`src/rtl/ht_pkg.sv`:
```
// Shared constants and FSM state type for the Huffman-tree decoder.
// Sized for up to 8 leaves, which gives 15 tree nodes with 4-bit ids.
package ht_pkg;

    localparam int NUM_LEAF_DEFAULT = 8;
    localparam int MAX_NODE         = 15;
    localparam int ID_W             = 4;
    localparam int W_W_DEFAULT      = 7;

    typedef enum logic [1:0] {
        IDLE,
        LOAD,
        BUILD,
        DECODE
    } ht_state_e;

endpackage

```
`src/rtl/ht_min2.sv`:
```
// Combinational two-minimum search over live tree nodes.
// Ties always resolve to the lowest node id.
module ht_min2
    import ht_pkg::*;
#(
    parameter int N = MAX_NODE,
    parameter int W = W_W_DEFAULT
) (
    input  logic [N-1:0][W-1:0] weight,
    input  logic [N-1:0]        live,
    output logic [ID_W-1:0]     p0,
    output logic [ID_W-1:0]     p1
);

    logic         found0;
    logic         found1;
    logic [W-1:0] best0;
    logic [W-1:0] best1;

    always_comb begin
        p0     = '0;
        p1     = '0;
        found0 = 1'b0;
        found1 = 1'b0;
        best0  = '0;
        best1  = '0;
        // Strict '<' while scanning upward keeps the lowest id on ties.
        for (int i = 0; i < N; i++) begin
            if (live[i] && (!found0 || weight[i] < best0)) begin
                found0 = 1'b1;
                best0  = weight[i];
                p0     = ID_W'(i);
            end
        end
        for (int i = 0; i < N; i++) begin
            if (live[i] && (ID_W'(i) != p0) && (!found1 || weight[i] < best1)) begin
                found1 = 1'b1;
                best1  = weight[i];
                p1     = ID_W'(i);
            end
        end
    end

endmodule

```
`src/rtl/ht_decode.sv`:
```
// Huffman decoder: loads leaf weights, builds the tree one merge per cycle,
// then walks it one code bit per cycle. Optional macro HT_DEC_ERR_EN adds out_err.
module ht_decode
    import ht_pkg::*;
#(
    parameter int NUM_LEAF = NUM_LEAF_DEFAULT,
    parameter int W_W      = W_W_DEFAULT
) (
    input  logic       clk,
    input  logic       rst,
    input  logic       in_valid,
    input  logic [2:0] in_weight,
    output logic       code_ready,
    input  logic       code_valid,
    input  logic       code_bit,
    output logic       out_valid,
    output logic [2:0] out_char,
    output logic       out_err
);

    localparam logic [ID_W-1:0] ROOT_ID   = ID_W'(2 * NUM_LEAF - 2);
    localparam logic [ID_W-1:0] LAST_LEAF = ID_W'(NUM_LEAF - 1);
    localparam logic [ID_W-1:0] FIRST_INT = ID_W'(NUM_LEAF);

    ht_state_e                   state_q;
    ht_state_e                   state_d;
    logic [MAX_NODE-1:0][W_W-1:0] weight_q;
    logic [MAX_NODE-1:0]          live_q;
    logic [ID_W-1:0]              left_q  [MAX_NODE];
    logic [ID_W-1:0]              right_q [MAX_NODE];
    logic [ID_W-1:0]              load_cnt_q;
    logic [ID_W-1:0]              merge_id_q;
    logic [ID_W-1:0]              ptr_q;
    logic                         seen_bit_q;
    logic                         vld_p1;
    logic [2:0]                   char_p1;

    logic [ID_W-1:0] p0;
    logic [ID_W-1:0] p1;
    logic            p0_left;
    logic [ID_W-1:0] next_node;
    logic            hit_leaf;

    ht_min2 #(
        .N (MAX_NODE),
        .W (W_W)
    ) u_min2 (
        .weight (weight_q),
        .live   (live_q),
        .p0     (p0),
        .p1     (p1)
    );

    // The heavier child goes left; on equal weight the lower id goes left.
    assign p0_left = (weight_q[p0] > weight_q[p1]) ||
                     ((weight_q[p0] == weight_q[p1]) && (p0 < p1));

    assign next_node = code_bit ? right_q[ptr_q] : left_q[ptr_q];
    assign hit_leaf  = (next_node <= LAST_LEAF);

    always_comb begin
        state_d = state_q;
        case (state_q)
            IDLE:    if (in_valid)                   state_d = LOAD;
            LOAD:    if (!in_valid)                  state_d = BUILD;
            BUILD:   if (merge_id_q == ROOT_ID)      state_d = DECODE;
            DECODE:  if (!code_valid && seen_bit_q)  state_d = IDLE;
            default:                                 state_d = IDLE;
        endcase
    end

    always_ff @(posedge clk) begin
        if (rst) begin
            state_q    <= IDLE;
            ptr_q      <= ROOT_ID;
            live_q     <= '0;
            weight_q   <= '0;
            load_cnt_q <= '0;
            merge_id_q <= FIRST_INT;
            seen_bit_q <= 1'b0;
            vld_p1     <= 1'b0;
            char_p1    <= '0;
        end else begin
            state_q <= state_d;
            vld_p1  <= 1'b0;
            char_p1 <= '0;
            case (state_q)
                IDLE: begin
                    ptr_q      <= ROOT_ID;
                    seen_bit_q <= 1'b0;
                    merge_id_q <= FIRST_INT;
                    // First weight arrives with the IDLE->LOAD strobe; wipe the old tree.
                    if (in_valid) begin
                        live_q      <= {{(MAX_NODE - 1){1'b0}}, 1'b1};
                        weight_q    <= '0;
                        weight_q[0] <= W_W'(in_weight);
                        load_cnt_q  <= ID_W'(1);
                    end
                end
                LOAD: begin
                    if (in_valid && (load_cnt_q <= LAST_LEAF)) begin
                        live_q[load_cnt_q]   <= 1'b1;
                        weight_q[load_cnt_q] <= W_W'(in_weight);
                        load_cnt_q           <= load_cnt_q + ID_W'(1);
                    end
                end
                BUILD: begin
                    live_q[p0]           <= 1'b0;
                    live_q[p1]           <= 1'b0;
                    live_q[merge_id_q]   <= 1'b1;
                    weight_q[merge_id_q] <= weight_q[p0] + weight_q[p1];
                    merge_id_q           <= merge_id_q + ID_W'(1);
                end
                DECODE: begin
                    if (code_valid) begin
                        seen_bit_q <= 1'b1;
                        if (hit_leaf) begin
                            vld_p1  <= 1'b1;
                            char_p1 <= next_node[2:0];
                            ptr_q   <= ROOT_ID;
                        end else begin
                            ptr_q <= next_node;
                        end
                    end else if (seen_bit_q) begin
                        ptr_q <= ROOT_ID;
                    end
                end
                default: ;
            endcase
        end
    end

    // Child links are pure data and only meaningful once BUILD has written them.
    always_ff @(posedge clk) begin
        if (state_q == BUILD) begin
            left_q[merge_id_q]  <= p0_left ? p0 : p1;
            right_q[merge_id_q] <= p0_left ? p1 : p0;
        end
    end

    assign code_ready = (state_q == DECODE);
    assign out_valid  = vld_p1;
    assign out_char   = char_p1;

`ifdef HT_DEC_ERR_EN
    logic err_p1;

    always_ff @(posedge clk) begin
        if (rst) begin
            err_p1 <= 1'b0;
        end else begin
            err_p1 <= (state_q == DECODE) && !code_valid && seen_bit_q && (ptr_q != ROOT_ID);
        end
    end

    assign out_err = err_p1;
`else
    assign out_err = 1'b0;
`endif

endmodule

```
`config.mk`:
```
export PLATFORM = sky130hd
export DESIGN_NAME = ht_decode
export DESIGN_NICKNAME = d
export VERILOG_FILES = /design/src/rtl/ht_pkg.sv /design/src/rtl/ht_min2.sv /design/src/rtl/ht_decode.sv
export SDC_FILE = /design/constraint.sdc
export NUM_CORES = 1
export LEC_CHECK = 0
export ABC_AREA = 1
export CAP_MARGIN = 0
export CORE_MARGIN = 1
export CORE_UTILIZATION = 30
export CTS_BUF_LIST = sky130_fd_sc_hd__clkbuf_4 sky130_fd_sc_hd__clkbuf_8
export DETAILED_ROUTE_END_ITERATION = 8
export GPL_TIMING_DRIVEN = 0
export SYNTH_ARGS = -nofsm -noshare
export SYNTH_HDL_FRONTEND = slang
export SYNTH_SLANG_ARGS = --single-unit
export TNS_END_PERCENT = 50
```
`constraint.sdc`:
```
create_clock -name clk -period 89.4 [get_ports clk]
set_clock_uncertainty 0.2 [all_clocks]
set_input_delay 17.88 -clock clk [delete_from_list [all_inputs] [get_ports clk]]
set_output_delay 17.88 -clock clk [all_outputs]
set_load 0.05 [all_outputs]
```
==> results.ini <==
[sta]
worst_pin_slew_ps=1480
hold_viol=0
setup_viol=0
grt_setup_unrepaired=no
finalCriticalPeriod_ps=47270
drv_slew=0
clock.fmax_mhz=21.2
fin_setup_tns_ps=0
hold-worst-slack_ps=243
maxSlewHeadroom=0.00645
fin_crit_sh=0.529

[worst_setup_path]
rrSetupSlack_ps=42130
worstSetupPathType=reg -> reg
slowest_stage=clkbuf_1
path_max_fanout=10
arrival_ps=47620
critPathMaxStageDelay_ps=940
worst_r2r_path_depth=279
required_ps=89750
r2r_start=live_q[0]
cp-end-kind=register
cpMostUsedCell=nand2_1
regToRegEndpoint=weight_q[48]
start_kind=register

[clock_network]
clock_latency_ps=690
cts.path.max_buffers=3
cts_tree=yes
path_clk_slew_ps=60
cts_made_buffers=48
cts_resized=0
cts_setup_buffers=0
clockRootBuffer=clkbuf_8
ctsHoldBuffers=0
h-tree-depth=2
cts.sinks=263

[yosys]
ys_top_cells_by_area=nand2_1, edfxtp_1, dfxtp_1
synth-adder-area-share=0.0753
synth-compound-area-share=0.210
synth_cell_types=56
syn_inst=3649
synthFlopType=dfxtp_1
yosysTopAreaCell=nand2_1
synthesis.nets=3798
synth_xor_area_frac=0.00186
netlist.area_leader.share=0.165
ys_ff_latch=263
ys_async_sr_fraction=0
synth_top_family_by_area=simple AND/OR/NAND/NOR gates
muxShareOfSynthArea=0
avgSynthCellArea_um2=6.45
synth_area_mm2=0.0235
synth_warnings=0
yosysSeqAreaShare=0.275
synth_edf_count=120
yosys.area_share.simple=0.331

[placed_design]
dp_hpwl_mm=89.8
gp_congestion=1.10
dpl.cell_count=4710
port_buffers=11

[layout]
fin_nets=3869
layoutNonFillerInstCount=4796
drive_gt1_frac=0.0714
syn_to_final_growth_pct=11.1
fillers=8748

[grt]
grt_pass1_vias=24563
grt_util_all_layers=0.291
grt_pass1_wl_mm=169
grt_antenna_before_repair=1
grt_overflow=0
grt_max_degree=16

[die]
fp.dieH_um=282
num_io_pins=14
coreArea_mm2=0.0776
die_w_um=282
rows=102
dieArea_mm2=0.0796
initial_core_util=0.303

[job]
cap_viol_max_count=1

[hold_path]
hold_path_depth=2
hold_class=reg -> reg
whs_endpoint=ptr_q[3]
holdCritStartpoint=ptr_q[3]

[routing]
dr.pass1.iters=8
first_iter_violations=3561
wl_mm=118
drc=0
vias=26935
antenna_left=0
wl_per_cell_um=24.6
vias_per_cell=5.62

[outcome]
status=complete, but fails checks
failed_checks=capacitance limit

[power]
p_leak_nw=11.4
power_density_mw_per_mm2=24.2
vdd_drop_max_uv=24.7

-- power breakdown --
| part | internal [mW] | switching [mW] | leakage [nW] |
|---|---|---|---|
| combinational | 0.0767 | 0.296 | 8.75 |
| sequential | 0.131 | 0.00404 | 2.14 |
| clock | 0.0654 | 0.0589 | 0.521 |
-- metrics by stage --
step,power (mW),cell area [µm²],util,setup slack (ps)
floorplan,0.340,23500,-,53380
global placement,0.488,24900,0.321,43270
detailed placement,0.488,25100,0.324,43180
CTS,0.613,26100,0.337,43040
global route,0.650,26100,0.337,38170
finish,0.632,26100,0.337,42130
-- cell usage after synthesis, drive strengths merged (2+ instances only) --
cell	n
nand2	1104
inv	379
o21ai	320
nand3	315
nor2	314
a21oi	281
dfxtp	143
ha	140
edfxtp	120
clkbuf	114
buf	71
nand4	65
a211oi	44
a31oi	42
o22ai	34
o221ai	28
a221o	25
a22oi	16
a221oi	15
o21bai	15
nor3	12
o211ai	11
clkinv	9
a32oi	8
xor2	5
a2111oi	2
a32o	2
o31ai	2
-- kinds of logic (layout without fill, tap and decap cells) --
group	count (synthesis)	count (layout)
AOI/OAI and AO/OA	852	852
DFF	263	263
and+or+nand+nor	1812	1812
buffers and inverters	575	681
adders and majority gates	141	141
other	1	2
xor gates and xnor gates	5	5
-- registers in the layout, summed over array words and instances (netlist names), named ones only --
| name | flops |
|---|---|
| left_q | 60 |
| live_q | 15 |
| load_cnt_q | 4 |
| merge_id_q | 4 |
| out_char | 3 |
| out_valid | 1 |
| ptr_q | 4 |
| right_q | 60 |
| seen_bit_q | 1 |
| state_q | 2 |
| weight_q | 105 |
-- worst max-delay path by stage --
stage                    from           end  slack (ps)  cells past startpoint
floorplan           live_q[0]  weight_q[48]       53380                    279
global placement    live_q[0]  weight_q[48]       43270                    279
detailed placement  live_q[0]  weight_q[48]       43180                    279
CTS                 live_q[0]  weight_q[48]       43040                    279
global route        live_q[0]  weight_q[48]       38170                    280
finish              live_q[0]  weight_q[48]       42130                    279
-- cell usage in the layout, fill, tap and decap left out, types with 31 or more instances in the layout --
cell	instances
o22ai_1	34
edfxtp_1	120
nand4_1	65
a211oi_1	44
clkbuf_1	113
o21ai_0	300
nand2_4	31
nand2_2	37
nor2_1	290
a31oi_1	42
nand3_1	315
inv_1	370
dfxtp_1	143
a21oi_1	280
nand2_1	1034
clkbuf_8	55
ha_1	140
-- layout make-up --
| type | instances | area (µm²) | area share |
|---|---|---|---|
| Clock buffer | 68 | 855 | 0.0327 |
| Sequential cell | 263 | 6470 | 0.247 |
| Inverter | 388 | 1460 | 0.0557 |
| Antenna cell | 1 | 2.50 | 0.0000957 |
| Multi-Input combinational cell | 2811 | 14600 | 0.558 |
| Timing Repair Buffer | 21 | 269 | 0.0103 |
| Buffer | 187 | 1050 | 0.0403 |
| Tap cell | 1040 | 1300 | 0.0498 |
| Clock inverter | 17 | 144 | 0.00551 |
-- per-layer routing --
layer | GRT usage | routed length [µm]
met1 | 0.384 | 49200
met2 | 0.446 | 50000
met3 | 0.0658 | 12200
met4 | 0.137 | 6470
met5 | 0.00427 | 50
-- critical path: cells and delay by family, from the launching register on --
family                   cells  cell delay (ps)
AND/OR/NAND/NOR            150            14940
AO/OA/AOI/OAI               69            14820
adder cells (fa/ha/maj)     30             9610
buffers and inverters       29             6280
XOR/XNOR                     1              770
flip-flops                   1              390
No activity file was read; power rests on OpenSTA's default activity.
